$ cat src/rtl/load_store_unit.sv
// load_store_unit: memory-access stage in front of a doubleword-only DataMemory.
// Accepts byte/half/word/dword loads and stores over valid/ready. Loads are
// lane-extracted and zero- or sign-extended. Sub-doubleword stores are done as
// read-modify-write because the memory only writes whole doublewords.
module load_store_unit #(
    parameter int MEM_READ_LATENCY = 1
) (
    input  logic        Clock,
    input  logic        Reset,
    input  logic        ReqValid,
    output logic        ReqReady,
    input  logic        ReqWrite,
    input  logic [1:0]  ReqSize,
    input  logic        ReqSigned,
    input  logic [63:0] ReqAddress,
    input  logic [63:0] ReqWriteData,
    output logic        RespValid,
    input  logic        RespReady,
    output logic [63:0] RespData,
    output logic        RespError,
    output logic [63:0] Address,
    output logic [63:0] WriteData,
    output logic        MemoryRead,
    output logic        MemoryWrite,
    input  logic [63:0] ReadData
);

    typedef enum logic [1:0] {
        S_IDLE,
        S_RD,
        S_WR,
        S_RESP
    } state_t;

    // RD lasts MEM_READ_LATENCY+1 cycles; the counter runs 0..LAST_RD.
    localparam logic [2:0] LAST_RD = 3'(MEM_READ_LATENCY);

    state_t      r_state;
    state_t      w_next_state;

    // Request copy taken at the handshake; nothing downstream looks at Req* again.
    logic        r_write;
    logic [1:0]  r_size;
    logic        r_signed;
    logic [63:0] r_addr;
    logic [63:0] r_wdata;
    logic [63:0] r_rdata;
    logic [63:0] r_resp_data;
    logic        r_resp_err;
    logic [2:0]  r_rd_cnt;

    logic        w_req_fire;
    logic        w_misaligned;
    logic        w_rd_last;
    logic [5:0]  w_shift;
    logic [63:0] w_mask;
    logic [63:0] w_shifted;
    logic [63:0] w_lane;
    logic        w_sign;
    logic [63:0] w_load_data;
    logic [63:0] w_merged;

    assign w_req_fire = (r_state == S_IDLE) && ReqValid;
    assign w_rd_last  = (r_state == S_RD) && (r_rd_cnt == LAST_RD);

    // Natural alignment of the incoming request: the low log2(size) address bits must be zero.
    always_comb begin
        case (ReqSize)
            2'd0:    w_misaligned = 1'b0;
            2'd1:    w_misaligned = ReqAddress[0];
            2'd2:    w_misaligned = |ReqAddress[1:0];
            default: w_misaligned = |ReqAddress[2:0];
        endcase
    end

    // Lane geometry of the latched request: byte offset within the doubleword and width mask.
    assign w_shift = {r_addr[2:0], 3'b000};

    // Width mask and sign bit of the addressed lane; the sign comes from the unmasked shifted data.
    always_comb begin
        w_mask = '1;
        w_sign = w_shifted[63];
        case (r_size)
            2'd0: begin
                w_mask = 64'h0000_0000_0000_00FF;
                w_sign = w_shifted[7];
            end
            2'd1: begin
                w_mask = 64'h0000_0000_0000_FFFF;
                w_sign = w_shifted[15];
            end
            2'd2: begin
                w_mask = 64'h0000_0000_FFFF_FFFF;
                w_sign = w_shifted[31];
            end
            default: begin
                w_mask = '1;
                w_sign = w_shifted[63];
            end
        endcase
    end

    // Load path works on ReadData directly, since it is captured on the last RD edge.
    assign w_shifted   = ReadData >> w_shift;
    assign w_lane      = w_shifted & w_mask;
    assign w_load_data = (r_signed && w_sign) ? (w_lane | ~w_mask) : w_lane;

    // Store path: replace only the addressed lane(s) of the fetched doubleword.
    // For a dword store the mask covers everything, so r_rdata drops out.
    assign w_merged = (r_rdata & ~(w_mask << w_shift)) | ((r_wdata & w_mask) << w_shift);

    // State register; Reset from any state returns to IDLE and abandons the operation.
    // NOTE: sequential state uses non-blocking assignments so every register samples pre-edge values.
    always_ff @(posedge Clock) begin
        if (Reset) begin
            r_state <= S_IDLE;
        end else begin
            r_state <= w_next_state;
        end
    end

    // Next-state logic for the request/read/write/response sequence.
    // NOTE: the default is assigned before the case so no path leaves w_next_state unassigned (no latch).
    always_comb begin
        w_next_state = r_state;
        case (r_state)
            S_IDLE: begin
                if (ReqValid) begin
                    if (w_misaligned) begin
                        w_next_state = S_RESP;
                    end else if (ReqWrite && (ReqSize == 2'd3)) begin
                        w_next_state = S_WR;
                    end else begin
                        w_next_state = S_RD;
                    end
                end
            end
            S_RD: begin
                if (r_rd_cnt == LAST_RD) begin
                    w_next_state = r_write ? S_WR : S_RESP;
                end
            end
            S_WR: begin
                w_next_state = S_RESP;
            end
            S_RESP: begin
                if (RespReady) begin
                    w_next_state = S_IDLE;
                end
            end
            default: begin
                w_next_state = S_IDLE;
            end
        endcase
    end

    // Request capture, read-latency counter, read-data capture and response registers.
    always_ff @(posedge Clock) begin
        if (Reset) begin
            r_write     <= 1'b0;
            r_size      <= 2'd0;
            r_signed    <= 1'b0;
            r_addr      <= '0;
            r_wdata     <= '0;
            r_rdata     <= '0;
            r_resp_data <= '0;
            r_resp_err  <= 1'b0;
            r_rd_cnt    <= '0;
        end else begin
            if (w_req_fire) begin
                r_write     <= ReqWrite;
                r_size      <= ReqSize;
                r_signed    <= ReqSigned;
                r_addr      <= ReqAddress;
                r_wdata     <= ReqWriteData;
                r_resp_err  <= w_misaligned;
                r_resp_data <= '0;
                r_rd_cnt    <= '0;
            end
            if (r_state == S_RD) begin
                r_rd_cnt <= r_rd_cnt + 3'd1;
                if (w_rd_last) begin
                    r_rdata <= ReadData;
                    if (!r_write) begin
                        r_resp_data <= w_load_data;
                    end
                end
            end
        end
    end

    assign ReqReady    = (r_state == S_IDLE);
    assign RespValid   = (r_state == S_RESP);
    assign RespData    = r_resp_data;
    assign RespError   = r_resp_err;
    assign Address     = {r_addr[63:3], 3'b000};
    assign MemoryRead  = (r_state == S_RD);
    assign MemoryWrite = (r_state == S_WR);
    assign WriteData   = (r_state == S_WR) ? w_merged : '0;

endmodule

$ cat config.mk
export PLATFORM = sky130hd
export DESIGN_NAME = load_store_unit
export DESIGN_NICKNAME = d
export VERILOG_FILES = /design/src/rtl/load_store_unit.sv
export SDC_FILE = /design/constraint.sdc
export NUM_CORES = 1
export LEC_CHECK = 0
export ABC_AREA = 1
export CORE_MARGIN = 2
export CORE_UTILIZATION = 53
export DETAILED_ROUTE_END_ITERATION = 10
export HOLD_SLACK_MARGIN = 0.15
export PLACE_DENSITY = 0.86
export SLEW_MARGIN = 20
export SYNTH_ARGS = -nofsm -noshare
export SYNTH_HDL_FRONTEND = slang
export SYNTH_SLANG_ARGS = --single-unit
$ cat constraint.sdc
create_clock -name Clock -period 2.8 [get_ports Clock]
set_input_delay 0.42 -clock Clock [delete_from_list [all_inputs] [get_ports Clock]]
set_output_delay 0.42 -clock Clock [all_outputs]
set_load 0.05 [all_outputs]
==> results of run 1 <==
## how the worst max path moves through the flow
stage | startpoint | to | slack (ns) | depth (start not counted)
final | r_size[1] | WriteData[47] | -0.009 | 8
after global routing | r_size[1] | WriteData[42] | -0.1 | 8
after CTS | r_addr[1] | WriteData[48] | -0.008 | 9
after detailed placement | r_size[1] | WriteData[57] | 0.24 | 9
after global placement | r_addr[2] | WriteData[39] | 0.22 | 7
after floorplan | r_state[0] | WriteData[21] | 0.07 | 6
## what timing repair did
| action | in CTS | in global routing |
|---|---|---|
| pin swaps | 3 | 11 |
| cloned | 0 | 1 |
| resized for setup | 41 | 79 |
| setup endpoints to repair | 59 | 53 |
| buffers inserted | 4 | 4 |
## power by group through the flow
stage / combinational (uW) / clock [uW] / sequential [uW]
6_report: 9390 / 4020 / 5240
5_1_grt: 9910 / 4160 / 5280
4_1_cts: 8940 / 4000 / 5200
3_5_place_dp: 8740 / 0 / 5250
3_3_place_gp: 8620 / 0 / 5210
2_1_floorplan: 5740 / 0 / 5320
## worst reg2reg max path, delay by kind of cell (launching register included)
family,cells,cell delay [ns]
simple gates,7,1.15
compound gates,1,0.34
buf+inv,1,0.57
flops,1,0.45
## cell usage after synthesis (all sizes together)
cell and n:
nand2 491, o21ai 346, nor2 307, dfxtp 266, a21oi 253, inv 191, buf 127, clkbuf 117
nand3 99, a31oi 15, o211ai 14, o22ai 14, nor3 11, o21a 9, mux2i 8, a22oi 7
ha 6, or2 6, a211oi 4, nand3b 3, o21bai 3, o221ai 3, clkinv 2, nand4 2
o31ai 2, a21o 1, a22o 1, a32oi 1, conb 1, or3 1
## metal layers
| metal | up-vias | GRT usage (%) | routed length (um) | share of wire, % |
|---|---|---|---|---|
| met1 | 8136 | 54.3 | 25500 | 40 |
| li1 | 7932 | - | - | - |
| met5 | - | 0 | 13 | 0.020 |
| met3 | 183 | 10.4 | 7140 | 11 |
| met4 | 2 | 17.4 | 2830 | 4.4 |
| met2 | 1114 | 66.9 | 28800 | 45 |
## sequential cells by signal (all words and copies together), names as in the netlist
signal     cells
r_state        2
r_signed       1
r_rdata       64
RespData      64
r_write        1
r_size         2
RespError      1
r_wdata       64
r_addr        64
r_rd_cnt       3
## cells by family (layout without fill, tap and decap cells)
group                    count (synthesis)  in the layout
AND/OR/NAND/NOR                        920            920
flip-flops                             266            266
buffers and inverters                  437            703
adder cells (fa/ha/maj)                  6              6
multiplexers                             8              8
AO/OA/AOI/OAI                          673            673
other                                    1              7
## cells in the final DEF (no fill, tap or decap), types with 4 or more instances in the layout
| cell type | instances |
|---|---|
| a31oi_4 | 4 |
| nor3_1 | 10 |
| or2_2 | 6 |
| a21oi_1 | 217 |
| a211oi_1 | 4 |
| clkbuf_8 | 5 |
| inv_1 | 184 |
| diode_2 | 4 |
| nor2_2 | 16 |
| a31oi_1 | 5 |
| a21oi_2 | 35 |
| buf_6 | 4 |
| o22ai_1 | 14 |
| mux2i_1 | 8 |
| buf_12 | 70 |
| nand2_1 | 482 |
| buf_4 | 54 |
| o21ai_0 | 306 |
| o21ai_1 | 26 |
| dfxtp_4 | 5 |
| dfxtp_1 | 261 |
| nand3_1 | 92 |
| o211ai_1 | 14 |
| nand2_2 | 7 |
| bufinv_16 | 4 |
| o21ai_2 | 14 |
| clkbuf_16 | 30 |
| ha_1 | 5 |
| nor2_1 | 288 |
| clkdlybuf4s50_1 | 329 |
| clkinv_2 | 8 |
| nand3_2 | 4 |
| o21a_1 | 9 |
| a22oi_1 | 7 |
| a31oi_2 | 6 |
## layout make-up
cell class	count	area (um^2)	share of cell area (%)
multi-input cells	1610	7790	37.9
flip-flops and latches	266	5340	26.0
repair buffers	460	5210	25.3
clock buffers	36	802	3.90
inverters	193	751	3.65
well taps	378	473	2.30
clock inverters	14	183	0.888
diodes	4	10.0	0.0487
## per-stage QoR
stage	std cells	cell area [um^2]
after floorplan	2313	14800
after global placement	2898	19100
after detailed placement	2898	19100
after CTS	2952	20300
after global routing	2959	20600
final	2961	20600
==> impl_metrics.env, run 1 <==
export IMPL_cp_slowest_cell="dfxtp_4"
export IMPL_timing_rr_end="RespData[33]"
export IMPL_cpPeakStageDelay_ns=0.38
export IMPL_hold_violations=0
export IMPL_sequentialPowerShare_pct=28.1
export IMPL_post_drt_wl_per_cell_um=21.7
export IMPL_tns_ns=-0.0120
export IMPL_dpl_worst_slack_ns=0.243
export IMPL_setup_ws_ns=-0.00925
export IMPL_powerDensity_nw_per_um2=907
export IMPL_via_per_inst=5.87
export IMPL_die_area_um2=29300
export IMPL_critPathBufInv=3
export IMPL_synth_top_area_cell="dfxtp_1"
export IMPL_power_frac_comb_pct=50.4
export IMPL_utilization_pct=74.4
export IMPL_vias=17400
export IMPL_routed_wirelength_um=64200
export IMPL_synth_top_family_by_area="simple AND/OR/NAND/NOR gates"
export IMPL_synth_compound_area_share_pct=24.5
export IMPL_cp_required_ns=2.38
export IMPL_clk_latency_ns=0.57
export IMPL_synth_seq_area_share_pct=35.9
export IMPL_hp_class="reg2reg"
export IMPL_synthMuxAreaShare_pct=0.540
export IMPL_min_period_ns=2.81
export IMPL_r2r_cells=9
export IMPL_overflow=0
export IMPL_clock_sinks=266
export IMPL_slew_headroom_pct=50.0
export IMPL_power_uw=18600
export IMPL_ff2ff_setup_slack_ns=0.23
export IMPL_violations="setup timing"
export IMPL_p_switching_uw=8690
export IMPL_cap_violations=0
export IMPL_cts_root_buf="clkbuf_16"
export IMPL_finalSetupViolCount=2
export IMPL_first_pass_iters=8
export IMPL_ir_worst_vdd_mv=0.409
export IMPL_cell_internal_pwr_uw=9960
export IMPL_switching_share_pct=46.6
export IMPL_dp_hpwl_um=46600
export IMPL_clkPwrFrac_pct=21.6
export IMPL_cts_made_buffers=28
export IMPL_place_gp_congestion=1.04
export IMPL_htreeDepth=1
export IMPL_p_leak_uw=0.00834
export IMPL_hold_path_depth=2
export IMPL_cpLargestDelayFamily="buffers and inverters"
export IMPL_synth_simple_area_share_pct=24.9
export IMPL_startpoint_type="register"
export IMPL_drc=0
export IMPL_cts_clk_slew_worst_paths_ns=0.06
export IMPL_cts_tree="built"
export IMPL_whs_endpoint="r_rdata[0]"
export IMPL_die_width_um=171
export IMPL_status="complete, but fails checks"
export IMPL_grt_pass1_wl_um=94400
export IMPL_synth_fa_ha_area_share_pct=0.506
export IMPL_netlist_area_um2=14800
export IMPL_worstMarginPinSlew_ns=0.743
export IMPL_area_delta_synth_final_pct=38.7
export IMPL_r2r_start="r_addr[0]"
export IMPL_cts_hold_buffers_added=0
export IMPL_skew_ns=0.0352
export IMPL_fmax_mhz=356
export IMPL_yosys_top_cells_area="dfxtp_1 36%, nand2_1 12%, o21ai_0 11%, nor2_1 7.7%, a21oi_1 7.6%"
export IMPL_yosysTopAreaCellShare_pct=35.9
export IMPL_hold_slack_ns=0.450
export IMPL_criticalPathCategory="reg2out"
export IMPL_hold_start="r_rdata[0]"
export IMPL_drtIter0Drc=2191
export IMPL_ant_nets=0
export IMPL_antenna_found_initial=3
export IMPL_clockBufferDepth=3
export IMPL_core_area_um2=27600
export IMPL_drive_gt1_share_pct=11.5
export IMPL_ys_warn_count=0
export IMPL_io_buffers=393
export IMPL_grt_pass1_vias=16300
export IMPL_crit_chain="inv_1 -> nor2_1 -> o21ai_0 -> nand2_1 -> inv_1 -> nand2_1 -> a31oi_2 -> buf_12"
export IMPL_synthCells=2311
export IMPL_track_usage_pct=41.9
export IMPL_pin_count=397
export IMPL_synth_cell_type_count=42
export IMPL_avgSynthCellArea_um2=6.41
export IMPL_die_h_um=171
export IMPL_grt_max_degree=94
export IMPL_row_count=61
export IMPL_fill_cells=2135
export IMPL_crit_path_end_kind="output pin"
export IMPL_floorplan_initialDensity_pct=53.7
export IMPL_synth_seq_cells=266
export IMPL_crit_fanout=8
export IMPL_period_share_pct=100
export IMPL_synth_xor_area_share_pct=0
export IMPL_drv_slew=0
export IMPL_nNetsFinal=2765
export IMPL_critPathArrivalTime_ns=2.39
export IMPL_rsz0062_at_grt="true"
(Power assumes the default switching activity.)
==> inputs of run 2 (changes only) <==
MAX_ROUTING_LAYER = met4   (was default)
TNS_END_PERCENT = 20   (was default)
==> impl_metrics.env, run 2 (synthesized netlist as in run 1, its figures left out) <==
export IMPL_pin_count=397
export IMPL_drive_gt1_share_pct=12.4
export IMPL_htreeDepth=1
export IMPL_power_uw=18600
export IMPL_setup_ws_ns=-0.0444
export IMPL_ir_worst_vdd_mv=0.556
export IMPL_final_common_cell="nand2_1"
export IMPL_vias=17400
export IMPL_fmax_mhz=352
export IMPL_overflow=0
export IMPL_track_usage_pct=43.1
export IMPL_min_period_ns=2.84
export IMPL_via_per_inst=5.85
export IMPL_cts_tree="built"
export IMPL_row_count=61
export IMPL_die_width_um=171
export IMPL_crit_path_end_kind="output pin"
export IMPL_nNetsFinal=2776
export IMPL_drtIter0Drc=2684
export IMPL_crit_chain="bufbuf_16 -> nor2_4 -> a21oi_1 -> a21oi_1 -> a211oi_1 -> buf_4 -> nor2_1 -> buf_12"
export IMPL_finalSetupViolCount=3
export IMPL_area_delta_synth_final_pct=40.3
export IMPL_place_gp_congestion=1.03
export IMPL_clk_latency_ns=0.57
export IMPL_antenna_found_initial=5
export IMPL_final_cell_mix="483 x nand2_1, 329 x clkdlybuf4s50_1, 305 x o21ai_0, 288 x nor2_1, 261 x dfxtp_1"
export IMPL_worstMarginPinSlew_ns=0.859
export IMPL_startpoint_type="register"
export IMPL_grt_pass1_vias=16000
export IMPL_core_area_um2=27600
export IMPL_cpPeakStageDelay_ns=0.42
export IMPL_dpl_worst_slack_ns=0.129
export IMPL_clockBufferDepth=3
export IMPL_routed_wirelength_um=64000
export IMPL_cpMostUsedCell="a21oi_1"
export IMPL_status="complete, but fails checks"
export IMPL_cp_slowest_cell="dfxtp_4"
export IMPL_cp_required_ns=2.38
export IMPL_dp_hpwl_um=46700
export IMPL_p_leak_uw=0.00842
export IMPL_first_pass_iters=6
export IMPL_grt_max_degree=103
export IMPL_post_drt_wl_per_cell_um=21.5
export IMPL_criticalPathCategory="reg2out"
export IMPL_cts_clk_slew_worst_paths_ns=0.07
export IMPL_io_buffers=393
export IMPL_tns_ns=-0.0931
export IMPL_cts_root_buf="clkbuf_16"
export IMPL_slew_headroom_pct=42.7
export IMPL_utilization_pct=75.3
export IMPL_crit_fanout=11
export IMPL_clock_sinks=266
export IMPL_cap_violations=0
export IMPL_drc=0
export IMPL_rsz0062_at_grt="true"
export IMPL_cts_made_buffers=28
export IMPL_hold_violations=0
export IMPL_drv_slew=0
export IMPL_ant_nets=0
export IMPL_hold_slack_ns=0.447
export IMPL_die_area_um2=29300
export IMPL_critPathArrivalTime_ns=2.42
export IMPL_skew_ns=0.0287
export IMPL_floorplan_initialDensity_pct=53.7
export IMPL_grt_pass1_wl_um=94000
export IMPL_hp_class="reg2reg"
export IMPL_powerDensity_nw_per_um2=896
export IMPL_die_h_um=171
export IMPL_violations="setup timing"
export IMPL_period_share_pct=102
[run 2: cell types whose count changed in the layout (fill, tap and decap cells not counted), moves of 4 or more]
cell,before,now
buf_6,4,9
inv_1,184,179
inv_2,1,7
o21ai_1,26,22
[run 2: stage by stage]
step                      std cells  area [um^2]
after floorplan                2313        14800
after global placement         2897        19100
after detailed placement       2897        19100
after CTS                      2958        20400
after global routing           2974        20800
final                          2974        20800
[run 2: final timing paths]
check,start,endpoint,slack [ns],cells past startpoint
hold / removal,r_rdata[30],r_rdata[30],0.45,2
setup / recovery,r_addr[0],WriteData[49],-0.04,8
setup reg to reg,r_addr[0],RespData[32],0.21,10
hold reg to reg,r_rdata[30],r_rdata[30],0.45,2
[run 2: cell type report]
cell class	instances	area, um^2
multi-input combinational	1611	7900
clock buffer	41	830
timing repair buffer	470	5400
clock inverter	10	95.1
tap	378	473
fill	2101	6830
sequential	266	5340
antenna	5	12.5
inverter	193	753
[run 2: power by group]
part / internal [uW] / switching (uW) / total (uW)
Clock: 2140 / 1610 / 3750
Combinational: 3130 / 6520 / 9650
Sequential: 4610 / 633 / 5240
[run 2: worst max-delay path, delay by kind of cell (launching register included)]
| family | cells | cell delay [ns] |
|---|---|---|
| flops | 1 | 0.42 |
| buf+inv | 3 | 0.63 |
| simple gates | 2 | 0.41 |
| compound gates | 3 | 0.41 |
[run 2: per-layer routing]
layer,GRT usage [%],share of wire (%)
met1,55.0,39
met4,15.7,4.1
met3,9.11,12
met5,-,0
met2,67.5,45
[run 2: timing repair]
action | in CTS | in global routing
setup buffers | 6 | 10
cloned | 4 | 1
gates resized for setup | 58 | 104
setup endpoints to repair | 65 | 88
hold buffers | 0 | 0
endpoints found under the hold margin | 0 | 0
pin swaps | 5 | 9
==> inputs of run 3 (changes only) <==
CTS_BUF_LIST = sky130_fd_sc_hd__clkbuf_16   (was default)
==> impl_metrics.env, run 3 (synthesized netlist as in run 1, its figures left out) <==
export IMPL_status="complete, but fails checks"
export IMPL_drc=0
export IMPL_cell_internal_pwr_uw=9540
export IMPL_die_area_um2=29300
export IMPL_io_buffers=393
export IMPL_criticalPathCategory="reg2out"
export IMPL_via_per_inst=5.87
export IMPL_critPathLaunch="r_size[1]"
export IMPL_die_h_um=171
export IMPL_antenna_found_initial=4
export IMPL_row_count=61
export IMPL_drive_gt1_share_pct=11.8
export IMPL_htreeDepth=1
export IMPL_clock_sinks=266
export IMPL_grt_pass1_wl_um=93700
export IMPL_fmax_mhz=349
export IMPL_cap_violations=0
export IMPL_p_leak_uw=0.00835
export IMPL_ant_nets=0
export IMPL_critPathArrivalTime_ns=2.45
export IMPL_cts_hold_buffers_added=0
export IMPL_track_usage_pct=43.0
export IMPL_hp_class="reg2reg"
export IMPL_cp_required_ns=2.38
export IMPL_pin_count=397
export IMPL_cp_slowest_cell="dfxtp_4"
export IMPL_tns_ns=-0.0653
export IMPL_post_drt_wl_per_cell_um=21.6
export IMPL_worstMarginPinSlew_ns=0.874
export IMPL_crit_path_end_kind="output pin"
export IMPL_rsz0062_at_grt="true"
export IMPL_floorplan_initialDensity_pct=53.7
export IMPL_dp_hpwl_um=46700
export IMPL_ir_worst_vdd_mv=0.547
export IMPL_sequentialPowerShare_pct=28.6
export IMPL_final_common_cell="nand2_1"
export IMPL_drv_slew=0
export IMPL_slew_headroom_pct=41.7
export IMPL_vias=17400
export IMPL_cts_tree="built"
export IMPL_grt_pass1_vias=16100
export IMPL_violations="setup timing"
export IMPL_power_frac_comb_pct=52.2
export IMPL_p_switching_uw=8750
export IMPL_first_pass_iters=7
export IMPL_skew_ns=0.0249
export IMPL_setup_ws_ns=-0.0653
export IMPL_cts_made_buffers=28
export IMPL_clk_latency_ns=0.57
export IMPL_cpPeakStageDelay_ns=0.39
export IMPL_crit_chain="buf_4 -> nor2_4 -> nor2_1 -> nand2_1 -> o21ai_2 -> nand2_1 -> nand2_1 -> nand2_1 -> o21ai_0 -> o21ai_2 -> inv_1 -> buf_4"
export IMPL_min_period_ns=2.87
export IMPL_clkPwrFrac_pct=19.2
export IMPL_cts_clk_slew_worst_paths_ns=0.07
export IMPL_routed_wirelength_um=64200
export IMPL_r2r_start="r_state[1]"
export IMPL_powerDensity_nw_per_um2=888
export IMPL_area_delta_synth_final_pct=38.9
export IMPL_overflow=0
export IMPL_finalSetupViolCount=1
export IMPL_drtIter0Drc=2935
export IMPL_period_share_pct=102
export IMPL_hold_violations=0
export IMPL_grt_max_degree=103
export IMPL_cts_root_buf="clkbuf_16"
export IMPL_core_area_um2=27600
export IMPL_clockBufferDepth=3
export IMPL_final_cell_mix="482 x nand2_1, 329 x clkdlybuf4s50_1, 304 x o21ai_0, 291 x nor2_1, 261 x dfxtp_1"
export IMPL_hold_start="r_rdata[7]"
export IMPL_place_gp_congestion=1.03
export IMPL_die_width_um=171
export IMPL_nNetsFinal=2775
export IMPL_cpMostUsedCell="nand2_1"
export IMPL_switching_share_pct=47.8
export IMPL_startpoint_type="register"
export IMPL_dpl_worst_slack_ns=0.129
export IMPL_crit_fanout=6
[run 3: changes by cell type in the layout (fill, tap and decap cells not counted), moves of 3 or more]
cell       before  now
a21oi_1       215  218
a21oi_2        38   35
buf_4          52   56
bufbuf_16       3    0
clkbuf_1        5    0
clkbuf_8        8    0
clkinv_1        1    9
inv_1         179  184
nor2_1        288  291
nor2_2         14   11
[run 3: cell type report]
class	instances	area, um^2
Fill cell	2128	7030
Multi-Input combinational cell	1611	7860
Timing Repair Buffer	469	5310
Clock inverter	23	144
Clock buffer	28	701
Tap cell	378	473
Inverter	193	758
Antenna cell	3	7.51
Sequential cell	266	5340
[run 3: stage by stage]
| stage | std cells | total power [uW] | utilization, % | hold WS (ns) | cell area [um^2] |
|---|---|---|---|---|---|
| after detailed placement | 2897 | 14000 | 69.1 | 0.437 | 19100 |
| after global routing | 2971 | 19000 | 74.5 | 0.464 | 20600 |
| after floorplan | 2313 | 11100 | - | 0.424 | 14800 |
| final | 2971 | 18300 | 74.5 | 0.446 | 20600 |
| after global placement | 2897 | 13800 | 69.1 | 0.433 | 19100 |
| after CTS | 2954 | 17700 | 73.0 | 0.447 | 20200 |
[run 3: what timing repair did]
action / in CTS / in global routing
setup buffers: 4 / 14
endpoints found under the hold margin: 0 / 0
cloned: 2 / 1
endpoints found under the setup margin: 65 / 49
pin swaps: 1 / 10
gates resized for setup: 58 / 99
[run 3: final timing paths]
kind / to / slack [ns] / depth (start not counted)
setup reg to reg: RespData[39] / 0.29 / 10
hold / removal: r_rdata[7] / 0.45 / 2
setup / recovery: WriteData[62] / -0.07 / 12
hold reg to reg: r_rdata[7] / 0.45 / 2
[run 3: per-layer routing]
layer,part of all wire [%],track usage [%],vias up
li1,-,-,7950
met1,39,55.0,8081
met2,45,66.0,1176
met3,12,9.48,224
met4,4.4,17.4,0
met5,0,-,-
[run 3: critical path: cells and delay by family, from the launching register on]
kind                   cells  cell delay, ns
buffers and inverters      3            0.46
and+or+nand+nor            6            0.61
DFF                        1            0.39
AOI/OAI and AO/OA          3            0.41
[run 3: power groups by stage]
stage | sequential [uW] | clock [uW] | combinational, uW
2_1_floorplan | 5320 | 0 | 5740
3_3_place_gp | 5200 | 0 | 8630
3_5_place_dp | 5240 | 0 | 8740
4_1_cts | 5190 | 3510 | 9010
5_1_grt | 5300 | 3660 | 10100
6_report | 5230 | 3510 | 9540
